[config.mk]
export PLATFORM = sky130hd
export DESIGN_NAME = serial_adder
export DESIGN_NICKNAME = d
export VERILOG_FILES = /design/src/rtl/serial_adder_pkg.sv /design/src/rtl/serial_adder_chunk.sv /design/src/rtl/serial_adder.sv
export SDC_FILE = /design/constraint.sdc
export NUM_CORES = 1
export LEC_CHECK = 0
export BUFFER_PORTS_ARGS = -buffer_cell sky130_fd_sc_hd__buf_2
export CORE_UTILIZATION = 45
export DETAILED_ROUTE_END_ITERATION = 10
export PLACE_DENSITY_LB_ADDON = 0.15
export SLEW_MARGIN = 20
export SYNTH_ARGS = -nofsm -noshare
export SYNTH_HDL_FRONTEND = slang
export SYNTH_SLANG_ARGS = --single-unit
[constraint.sdc]
create_clock -name clk -period 2.09 [get_ports clk]
set_input_delay 0.209 -clock clk [delete_from_list [all_inputs] [get_ports clk]]
set_output_delay 0.209 -clock clk [all_outputs]
set_load 0.05 [all_outputs]
[src/rtl/serial_adder_pkg.sv]
// Shared types and helpers for the chunked serial adder/subtractor.
package serial_adder_pkg;

  typedef enum logic [1:0] {
    IDLE = 2'd0,
    RUN  = 2'd1,
    DONE = 2'd2
  } state_t;

  // Counter width for n beats; never narrower than one bit.
  function automatic int clog2(input int n);
    int w;
    w = 0;
    while ((1 << w) < n) w++;
    return (w < 1) ? 1 : w;
  endfunction

endpackage

[src/rtl/serial_adder_chunk.sv]
// CHUNK-bit ripple slice built from a chain of full-adder bit cells.
module serial_adder_chunk #(
  parameter int CHUNK = 1
) (
  input  logic [CHUNK-1:0] a_c,
  input  logic [CHUNK-1:0] b_c,
  input  logic             ci,
  output logic [CHUNK-1:0] s_c,
  output logic             co,
  output logic             c_msb_in
);

  logic [CHUNK:0] c;

  assign c[0] = ci;

  for (genvar i = 0; i < CHUNK; i++) begin : g_full_adder
    assign s_c[i]   = a_c[i] ^ b_c[i] ^ c[i];
    assign c[i+1]   = (a_c[i] & b_c[i]) | (c[i] & (a_c[i] ^ b_c[i]));
  end

  assign co       = c[CHUNK];
  assign c_msb_in = c[CHUNK-1];

endmodule

[src/rtl/serial_adder.sv]
// Multi-cycle adder/subtractor: CHUNK bits per clock, LSB first, valid/ready on both sides.
module serial_adder
  import serial_adder_pkg::*;
#(
  parameter int WIDTH = 8,
  parameter int CHUNK = 1
) (
  input  logic             clk,
  input  logic             rst,
  input  logic             in_valid,
  output logic             in_ready,
  input  logic [WIDTH-1:0] a,
  input  logic [WIDTH-1:0] b,
  input  logic             cin,
  input  logic             sub,
  output logic             out_valid,
  input  logic             out_ready,
  output logic [WIDTH-1:0] sum,
  output logic             cout,
  output logic             ovf
);

  localparam int BEATS = WIDTH / CHUNK;
  localparam int CW    = clog2(BEATS);

  if (WIDTH % CHUNK != 0) begin : g_bad_chunk
    $error("serial_adder: WIDTH must be a multiple of CHUNK");
  end

  state_t           state_q, state_d;
  logic [WIDTH-1:0] a_q, a_d, b_q, b_d;
  logic [WIDTH-1:0] acc_q, acc_d;
  logic [WIDTH-1:0] sum_q, sum_d;
  logic             carry_q, carry_d;
  logic             cout_q, cout_d;
  logic             ovf_q, ovf_d;
  logic [CW-1:0]    cnt_q, cnt_d;

  logic [CHUNK-1:0] s_c;
  logic             co, c_msb_in;
  logic [WIDTH-1:0] acc_next;

  serial_adder_chunk #(.CHUNK(CHUNK)) u_chunk (
    .a_c      (a_q[CHUNK-1:0]),
    .b_c      (b_q[CHUNK-1:0]),
    .ci       (carry_q),
    .s_c      (s_c),
    .co       (co),
    .c_msb_in (c_msb_in)
  );

  // New slice bits enter at the top so the LSB slice ends up at the bottom after BEATS shifts.
  if (BEATS == 1) begin : g_single_beat
    assign acc_next = s_c;
  end else begin : g_multi_beat
    assign acc_next = {s_c, acc_q[WIDTH-1:CHUNK]};
  end

  always_comb begin
    state_d = state_q;
    a_d     = a_q;
    b_d     = b_q;
    acc_d   = acc_q;
    carry_d = carry_q;
    cnt_d   = cnt_q;
    sum_d   = sum_q;
    cout_d  = cout_q;
    ovf_d   = ovf_q;
    unique case (state_q)
      IDLE: begin
        if (in_valid) begin
          a_d     = a;
          b_d     = b ^ {WIDTH{sub}};
          carry_d = sub ? 1'b1 : cin;
          cnt_d   = '0;
          state_d = RUN;
        end
      end
      RUN: begin
        a_d     = a_q >> CHUNK;
        b_d     = b_q >> CHUNK;
        acc_d   = acc_next;
        carry_d = co;
        cnt_d   = cnt_q + 1'b1;
        if (cnt_q == CW'(BEATS - 1)) begin
          sum_d   = acc_next;
          cout_d  = co;
          ovf_d   = c_msb_in ^ co;
          state_d = DONE;
        end
      end
      DONE: begin
        if (out_ready) state_d = IDLE;
      end
      default: state_d = IDLE;
    endcase
  end

  always_ff @(posedge clk or posedge rst) begin
    if (rst) begin
      state_q <= IDLE;
      a_q     <= '0;
      b_q     <= '0;
      acc_q   <= '0;
      carry_q <= 1'b0;
      cnt_q   <= '0;
      sum_q   <= '0;
      cout_q  <= 1'b0;
      ovf_q   <= 1'b0;
    end else begin
      state_q <= state_d;
      a_q     <= a_d;
      b_q     <= b_d;
      acc_q   <= acc_d;
      carry_q <= carry_d;
      cnt_q   <= cnt_d;
      sum_q   <= sum_d;
      cout_q  <= cout_d;
      ovf_q   <= ovf_d;
    end
  end

  assign in_ready  = (state_q == IDLE);
  assign out_valid = (state_q == DONE);
  assign sum       = sum_q;
  assign cout      = cout_q;
  assign ovf       = ovf_q;

endmodule
# Yosys cells after proc, flatten, opt, wreduce, memory -nomap -nowiden
# Index checks and enable logic that the tools add are counted.
[word_totals] input_bits=22 latch_bits=0 ram_bits=0 regBits=40 mem_count=0 rom_bits=0 word_cells=41 out_inout_bits=12
[op_classes] mux=13 n_addsub=1 bitwise_logic=7 eq_ne=6 reduce_logical=5 magnitude_cmp=0 div=0 n_shift=0 mul=0
[ops] cell="case mux 8 bit (2 select lines)" count=2
[ops] cell="two-way mux 8 bit" count=2
[ops] cell="XOR 8 bit" count=1
[ops] cell="two-way mux 2 bit" count=3
[ops] cell="case mux 2 bit (3 select lines)" count=1
[ops] cell="case mux 3 bit (2 select lines)" count=1
[ops] cell="inequality test 2 bit, second input constant" count=2
[ops] cell="AND reduction 2 bit" count=2
[ops] cell="adder 3 x 1 -> 3 bit, second input constant" count=1
[ops] cell="equality test 3 bit, second input constant" count=1
[ops] cell="two-way mux 3 bit" count=1
[ops] cell="AND reduction 3 bit" count=1
[ops] cell="XOR 1 bit" count=3
[ops] cell="bitwise AND 1 bit" count=2
[ops] cell="equality test 2 x 1 -> 1 bit, second input constant" count=1
[ops] cell="equality test 2 bit, second input constant" count=1
[ops] cell="zero test 2 bit" count=1
[ops] cell="two-way mux 1 bit" count=2
[ops] cell="inequality test 2 x 1 -> 1 bit, second input constant" count=1
[ops] cell="case mux 1 bit (2 select lines)" count=1
[ops] cell="nonzero test 2 bit" count=1
[ops] cell="OR 1 bit" count=1

# Depth between registers and ports, before layout
# Gate-level depths: netlist (run 1).
[logic_depth] ltp_word=4 ltp_mapped=6 ltp_nobuf=5

# Cells and area by module
# From an unflattened synthesis (run 1), not the netlist that was laid out.
[hier_totals] cells_unflattened=140 hier_area_um2=1746.7
[by_module_without_submodules] mod="serial_adder" seq_area_each_um2=975.9 area_per_inst_um2=1719.1 cells_per_inst=138 instances=1
[by_module_without_submodules] mod="serial_adder_chunk" seq_area_each_um2=0.0 area_per_inst_um2=27.5 cells_per_inst=2 instances=1

# Least setup slack after synthesis (run 1)
# OpenSTA, ideal clock, no wires.
[synth_timing] path_type="register to output" from="register state_q[1]" to="output port in_ready" path_buffers=2 path_stages_with_launch=4 arrival_ns=1.391 t_required_ns=1.881 slack_ns=0.490 path_cell_list="dfrtp_1 > buf_2 > buf_2 > nor2_1"
[synth_via] elab_chain_cells=1
[synth_lines] item="start, declared" line="serial_adder.sv:30" text="state_t state_q, state_d;"
[synth_lines] item="start signal, assigned" line="serial_adder.sv:111" text="state_q <= state_d;"
[synth_lines] item="zero test 2 bit" line="serial_adder.sv:123" text="assign in_ready = (state_q == IDLE);"
[synth_lines] item="end, declared" line="serial_adder.sv:11" text="output logic in_ready,"
# Every way passes these cells.

# Worst setup path after layout (run 1)
[layout_timing] from="register state_q[0]" to="output port out_valid"
[layout_via] elab_chain_cells=1
[layout_lines] item="equality test 2 bit" line="serial_adder.sv:124" text="assign out_valid = (state_q == DONE);"
[layout_lines] item="end, declared" line="serial_adder.sv:16" text="output logic out_valid,"
# Every way passes these cells.

==> results of run 1 <==
-- routing by layer --
layer,track usage [%],wire (um)
met4,9.444,68
met2,29.61,1574
met5,0,0
met3,4.643,111
met1,21.30,1382
-- registers in the layout (all words and copies together), names as in the netlist --
name     count
carry_q      1
acc_q        7
cout         1
state_q      2
b_q          8
ovf          1
a_q          8
sum          8
cnt_q        3
-- logic make-up (layout without fill, tap and decap cells) --
kind of cell	count (synthesis)	count (layout)	share of synthesized area (%)
AO/OA/AOI/OAI	32	32	13.49
XOR/XNOR	9	9	4.520
adder cells (fa/ha/maj)	3	3	2.582
buffers and inverters	11	50	3.085
flip-flops	39	39	55.95
multiplexers	17	17	10.98
AND/OR/NAND/NOR	28	28	9.398
-- layout by cell type (no fill, tap or decap), types with 2 or more instances in the layout --
| cell type | synthesis | routed |
|---|---|---|
| sky130_fd_sc_hd__mux2_1 | 16 | 16 |
| sky130_fd_sc_hd__inv_1 | 3 | 3 |
| sky130_fd_sc_hd__nor2_1 | 2 | 2 |
| sky130_fd_sc_hd__ha_1 | 2 | 2 |
| sky130_fd_sc_hd__a22o_1 | 3 | 3 |
| sky130_fd_sc_hd__xor2_1 | 8 | 8 |
| sky130_fd_sc_hd__clkbuf_8 | 0 | 5 |
| sky130_fd_sc_hd__a2bb2oi_1 | 2 | 2 |
| sky130_fd_sc_hd__nand2b_1 | 3 | 3 |
| sky130_fd_sc_hd__a21oi_1 | 2 | 2 |
| sky130_fd_sc_hd__o21ai_1 | 11 | 11 |
| sky130_fd_sc_hd__nor2b_1 | 2 | 2 |
| sky130_fd_sc_hd__a221o_1 | 7 | 7 |
| sky130_fd_sc_hd__dfrtp_1 | 39 | 39 |
| sky130_fd_sc_hd__a22oi_1 | 6 | 6 |
| sky130_fd_sc_hd__buf_2 | 6 | 33 |
| sky130_fd_sc_hd__nand2_1 | 11 | 11 |
| sky130_fd_sc_hd__buf_4 | 1 | 6 |
| sky130_fd_sc_hd__and3b_1 | 8 | 8 |
-- area by class of cell --
cell class	count	area, um2
clock buffers	6	72.57
clock inverters	2	12.51
fillers	343	1632
inverters	3	11.26
multi-input cells	89	714.4
flip-flops and latches	39	975.9
well taps	48	60.06
repair buffers	39	210.2
-- final timing paths --
| path | from | endpoint | slack (ps) | cells after the start |
|---|---|---|---|---|
| setup / recovery | state_q[0]$_DFFE_PP0P_ | out_valid | 430 | 4 |
| hold reg to reg | sum[2]$_DFFE_PP0P_ | sum[2]$_DFFE_PP0P_ | 490 | 1 |
| min in group clk | out_ready | state_q[1]$_DFFE_PP0P_ | 140 | 2 |
| hold / removal | rst | b_q[2]$_DFFE_PP0P_ | 30 | 3 |
| max in group asynchronous | rst | b_q[1]$_DFFE_PP0P_ | 1730 | 3 |
| setup reg to reg | state_q[0]$_DFFE_PP0P_ | acc_q[1]$_DFFE_PP0P_ | 550 | 4 |
-- where the power goes --
| part | internal (mW) | switching (mW) |
|---|---|---|
| Sequential | 1.08 | 0.192 |
| Combinational | 0.523 | 0.778 |
| Clock | 0.233 | 0.257 |
-- synth_stat cells --
cell type,instances,area share (%)
sky130_fd_sc_hd__dfrtp_1,39,56
sky130_fd_sc_hd__a22o_1,3,1.5
sky130_fd_sc_hd__nand2b_1,3,1.1
sky130_fd_sc_hd__clkbuf_2,1,0.29
sky130_fd_sc_hd__nand3b_1,1,0.43
sky130_fd_sc_hd__xor2_1,8,4.0
sky130_fd_sc_hd__buf_2,6,1.7
sky130_fd_sc_hd__ha_1,2,1.4
sky130_fd_sc_hd__nor2b_1,2,0.72
sky130_fd_sc_hd__inv_1,3,0.65
sky130_fd_sc_hd__a2bb2oi_1,2,1.0
sky130_fd_sc_hd__mux2_1,16,10
sky130_fd_sc_hd__a221o_1,7,4.0
sky130_fd_sc_hd__and3b_1,8,4.0
sky130_fd_sc_hd__a21oi_1,2,0.57
sky130_fd_sc_hd__o21bai_2,1,0.65
sky130_fd_sc_hd__mux2_2,1,0.65
sky130_fd_sc_hd__fa_1,1,1.1
sky130_fd_sc_hd__o21ai_1,11,3.2
sky130_fd_sc_hd__a22oi_1,6,2.6
sky130_fd_sc_hd__buf_4,1,0.43
sky130_fd_sc_hd__nand2_1,11,2.4
sky130_fd_sc_hd__nor2_2,1,0.36
sky130_fd_sc_hd__xnor2_1,1,0.50
sky130_fd_sc_hd__nor2_1,2,0.43
-- per-stage QoR --
stage | worst slack [ps] | power, mW | hold WS (ps)
floorplan | 489.6 | 2.275 | 300.5
global placement | 596.0 | 2.553 | 343.5
detailed placement | 556.0 | 2.615 | 354.0
CTS | 406.6 | 3.112 | 33.16
global route | 332.4 | 3.298 | 56.51
finish | 425.8 | 3.067 | 26.27
-- tightest hold or removal path: stages --
cell                    delay [ps]
sky130_fd_sc_hd__buf_2          90
sky130_fd_sc_hd__inv_1          40
sky130_fd_sc_hd__buf_4         410
==> flow_metrics.py, run 1 <==
metrics = {
    "floorplanning": {
        "initial_utilization_pct": 47.29,
        "core-area_um2": 3689,
        "fp.dieH_um": 64.26,
        "placement_rows": 22,
        "die_w_um": 64.26,
        "floorplan.die_area_um2": 4129,
        "ioPinCount": 34,
    },
    "place": {
        "globalplace.congestion": 0.7092,
        "post-place-cells": 218,
        "place_area_um2": 1972,
        "port_buf_inserts": 33,
        "detailedPlacementHpwl_mm": 2.184,
    },
    "worst_setup_path": {
        "cp_cell_sequence": "buf_4 > nand2b_1 > inv_1 > buf_2",
        "worst-endpoint-required_ps": 1880,
        "cp_max_fo": 19,
        "worst_path_dominant_cell_family": "buffers and inverters",
        "critical_path.n_buffers_inverters": 3,
        "startpoint_type": "flip-flop",
        "worst-endpoint-arrival_ps": 1460,
        "critPathSlowestCell": "sky130_fd_sc_hd__dfrtp_1",
        "timing_worst_setup_path_type": "flip-flop to primary output",
        "worst_path_largest_cell_delay_ps": 460,
        "worstSetupEndpointType": "primary output",
    },
    "yosys": {
        "avgSynthCellArea_um2": 12.55,
        "yosys_warnings": 0,
        "syn_inst": 139,
        "proportion_of_synthesized_chip_area_in_sequential_cells_pct": 55.95,
        "synth.ff_latch_count": 39,
        "net_count_of_the_mapped_netlist": 164,
        "netlist_area_um2": 1744,
        "synth.lib_cells_used.distinct": 25,
    },
    "grt": {
        "grt_residual_overflow": 0,
        "initial_antenna_violation_count": 0,
        "grt_max_degree": 40,
        "grt_pass1_wl_mm": 5.547,
        "grt_pass1_vias": 1246,
        "grtUsageTotal_pct": 17.92,
    },
    "pwr": {
        "p_per_area_nw_per_um2": 1491,
        "ir_drop_mv": 0.5415,
        "leakagePower_nw": 1.026,
    },
    "drt": {
        "routed_via_density": 5.323,
        "drt-initial-drc-count": 28,
        "drcViolationCount": 0,
        "post_drt_wl_per_cell_um": 13.88,
        "drt-total-wl_mm": 3.137,
        "route.antenna.remaining_nets": 0,
        "detailroute.via_count": 1203,
        "firstDrtPassIters": 4,
    },
    "timing": {
        "achievable-frequency_mhz": 600.9,
        "fin_skew_ps": 7.718,
        "final-max-slew-violation-count": 0,
        "timing.final.crit_share_pct": 79.62,
        "setup_viol_count_final": 0,
        "setup-tns-final_ps": 0,
        "timing.max_slew.rel_slack_pct": 67.83,
        "timing_hold_violations_final": 0,
        "grt_setup_unrepaired": "false",
        "least_margin_pin_slew_ps": 482.6,
        "fin_crit_period_ps": 1664,
    },
    "clock_network": {
        "max-clock-path-buffers": 2,
        "cts_tree": "done",
        "tritoncts_buffer_count": 5,
        "cts_hold_buf": 0,
        "htree_levels": 2,
        "clkLatencyLatePin_ps": 290,
        "clk_transition_reported_paths_ps": 80,
        "clk_root_buffer_cell": "sky130_fd_sc_hd__clkbuf_8",
        "numClockSinks": 39,
        "ctsResizeCount": 0,
        "post_cts.repair.setup_buffers": 0,
    },
    "run_status": {
        "outcome": "complete, no violations",
    },
    "cells_and_area": {
        "syn2layout_area_growth_pct": 17.93,
        "drive_above_1_share_pct": 27.53,
        "diodes": 0,
        "fin_area_um2": 2057,
        "final_cells": 226,
        "final_core_util_pct": 55.77,
        "final_nets": 202,
    },
    "worst_hold_path": {
        "holdCritPathClass": "primary input to async pin",
    },
    "job": {
        "timing.max_cap.violations": 0,
    },
}
(Power assumes the default switching activity.)
==> inputs of run 2 (changes only) <==
Clock period 2.09 ns to 1.4 ns, I/O delays scaled along.
==> flow_metrics.py, run 2 (same netlist as run 1, synthesis figures left out) <==
metrics = {
    "worst_setup_path": {
        "timing_worst_setup_path_type": "flip-flop to flip-flop",
        "worst_r2r_path_depth": 5,
        "critical_path.reg2reg.startpoint": "cnt_q[1]$_DFFE_PP0P_",
        "r2r_setup_slack_ps": -60,
        "startpoint_type": "flip-flop",
        "r2r_endpoint": "sum[1]$_DFFE_PP0P_",
        "worst-endpoint-arrival_ps": 1630,
        "cp_max_fo": 6,
        "worstSetupEndpointType": "flip-flop",
        "worst-endpoint-required_ps": 1580,
    },
    "worst_hold_path": {
        "hold-path-endpoint": "state_q[1]$_DFFE_PP0P_",
        "hold_path.startpoint": "out_ready",
        "holdCritPathClass": "primary input to flip-flop",
        "worst_hold_path.num_cells": 2,
    },
    "pwr": {
        "combinationalPowerShare_pct": 46.1,
        "power_switching_share_pct": 38.06,
        "seq_power_share_pct": 37.7,
        "leakagePower_nw": 1.153,
        "p_per_area_nw_per_um2": 2262,
        "power.share.clock_pct": 16.2,
        "ir_drop_mv": 0.8823,
        "power.net_switching_mw": 1.959,
        "fin_total_pwr_mw": 5.148,
        "p_int_mw": 3.188,
    },
    "timing": {
        "timing_hold_violations_final": 0,
        "achievable-frequency_mhz": 686.6,
        "setup_viol_count_final": 9,
        "post-route-worst-setup-slack_ps": -56.54,
        "grt_setup_unrepaired": "true",
        "final-max-slew-violation-count": 0,
        "least_margin_pin_slew_ps": 374.1,
        "holdWs_ps": 27.95,
        "timing.max_slew.rel_slack_pct": 74.99,
        "timing.final.crit_share_pct": 104.0,
        "fin_skew_ps": 7.365,
        "fin_crit_period_ps": 1457,
    },
    "floorplanning": {
        "floorplan.die_area_um2": 4129,
        "fp.dieH_um": 64.26,
        "ioPinCount": 34,
        "core-area_um2": 3689,
        "placement_rows": 22,
        "initial_utilization_pct": 47.29,
        "die_w_um": 64.26,
    },
    "clock_network": {
        "clkLatencyLatePin_ps": 290,
        "tritoncts_buffer_count": 5,
        "clk_root_buffer_cell": "sky130_fd_sc_hd__clkbuf_8",
        "clk_transition_reported_paths_ps": 80,
        "max-clock-path-buffers": 2,
        "cts_tree": "done",
        "numClockSinks": 39,
        "htree_levels": 2,
    },
    "cells_and_area": {
        "layout.cells.most_common_list": "sky130_fd_sc_hd__dfrtp_1 (38), sky130_fd_sc_hd__buf_2 (31), sky130_fd_sc_hd__buf_4 (17), sky130_fd_sc_hd__nand2_1 (11), sky130_fd_sc_hd__o21ai_1 (11)",
        "sequential_cell_area_um2": 977.2,
        "area_used_by_multi_input_combinational_logic_um2": 785.8,
        "drive_above_1_share_pct": 39.58,
        "layout.cells.most_common": "sky130_fd_sc_hd__dfrtp_1",
        "n_fill_cell": 316,
        "final_nets": 216,
        "final_core_util_pct": 61.70,
        "syn2layout_area_growth_pct": 30.49,
        "diodes": 0,
    },
    "drt": {
        "routed_via_density": 5.175,
        "route.antenna.remaining_nets": 0,
        "drt-initial-drc-count": 47,
        "drcViolationCount": 0,
        "detailroute.via_count": 1242,
        "routedLengthMet1_mm": 1.599,
        "firstDrtPassIters": 4,
        "routed.top_layer": "met4",
        "met3RoutedLength_um": 110,
        "wl_met2_mm": 1.729,
        "drt-total-wl_mm": 3.483,
        "post_drt_wl_per_cell_um": 14.51,
    },
    "run_status": {
        "outcome": "finished with violations",
        "failing_checks": "setup timing",
    },
    "grt": {
        "grt_pass1_vias": 1267,
        "grt_max_degree": 18,
        "grt_pass1_wl_mm": 5.913,
        "grt_residual_overflow": 0,
        "initial_antenna_violation_count": 0,
        "grtUsageTotal_pct": 19.15,
    },
    "place": {
        "globalplace.congestion": 0.7351,
        "detailedPlacementHpwl_mm": 2.446,
        "post-place-ws_ps": -49.84,
        "port_buf_inserts": 33,
    },
    "job": {
        "timing.max_cap.violations": 0,
    },
}
-- run 2: cell count changes in the layout (fill, tap and decap cells not counted), moves of 2 or more --
cell and delta:
sky130_fd_sc_hd__buf_2 -2, sky130_fd_sc_hd__buf_4 +11, sky130_fd_sc_hd__buf_6 +3, sky130_fd_sc_hd__clkbuf_8 +2
sky130_fd_sc_hd__ha_1 -2, sky130_fd_sc_hd__mux2_1 -9, sky130_fd_sc_hd__mux2_4 +9
-- run 2: worst max path at each step --
stage	start	to	slack, ps	depth (start not counted)
CTS	cnt_q[1]$_DFFE_PP0P_	sum[1]$_DFFE_PP0P_	-60	5
floorplan	cnt_q[1]$_DFFE_PP0P_	sum[0]$_DFFE_PP0P_	-20	5
detailed placement	cnt_q[0]$_DFFE_PP0P_	sum[1]$_DFFE_PP0P_	-50	5
finish	cnt_q[1]$_DFFE_PP0P_	sum[1]$_DFFE_PP0P_	-60	5
global route	cnt_q[1]$_DFFE_PP0P_	sum[1]$_DFFE_PP0P_	-100	5
global placement	cnt_q[1]$_DFFE_PP0P_	sum[7]$_DFFE_PP0P_	6	5
-- run 2: what timing repair did --
action	4_1_cts	5_1_grt
pin swaps	0	1
gates resized for setup	18	2
cloned	0	0
hold buffers	1	0
buffers inserted	2	5
endpoints found under the hold margin	7	0
setup endpoints to repair	17	19
-- run 2: power groups by stage --
stage	logic [mW]	registers (mW)	clock network [mW]
final	2.37	1.94	0.834
after global routing	2.58	2.01	0.916
after CTS	2.29	1.94	0.856
after detailed placement	2.07	1.94	0
after global placement	2.01	1.90	0
after floorplan	1.12	2.30	0
-- run 2: final cells by class --
class	instances	area share [%]
Tap cell	48	2.639
Inverter	3	0.4948
Sequential cell	39	42.94
Clock buffer	8	4.398
Multi-Input combinational cell	89	34.52
Timing Repair Buffer	53	15.01
-- run 2: stage by stage --
| stage | setup TNS, ps | cell area (um2) | cells |
|---|---|---|---|
| after floorplan | -94.57 | 1759 | 139 |
| after global placement | 0 | 2028 | 224 |
| after detailed placement | -268.7 | 2028 | 224 |
| after CTS | -441.6 | 2233 | 235 |
| after global routing | -820.2 | 2276 | 240 |
| final | -435.4 | 2276 | 240 |
-- run 2: metal layers --
metal | up-vias | track usage (%)
li1 | 600 | -
met5 | - | 0
met3 | 5 | 5.179
met2 | 23 | 31.05
met4 | 0 | 5.833
met1 | 614 | 24.97
-- run 2: worst max-delay path: stages (launching register included) --
cell	delay (ps)
sky130_fd_sc_hd__dfrtp_1	390
sky130_fd_sc_hd__ha_2	200
sky130_fd_sc_hd__ha_4	160
sky130_fd_sc_hd__nand3b_1	130
sky130_fd_sc_hd__buf_6	160
sky130_fd_sc_hd__mux2_4	300
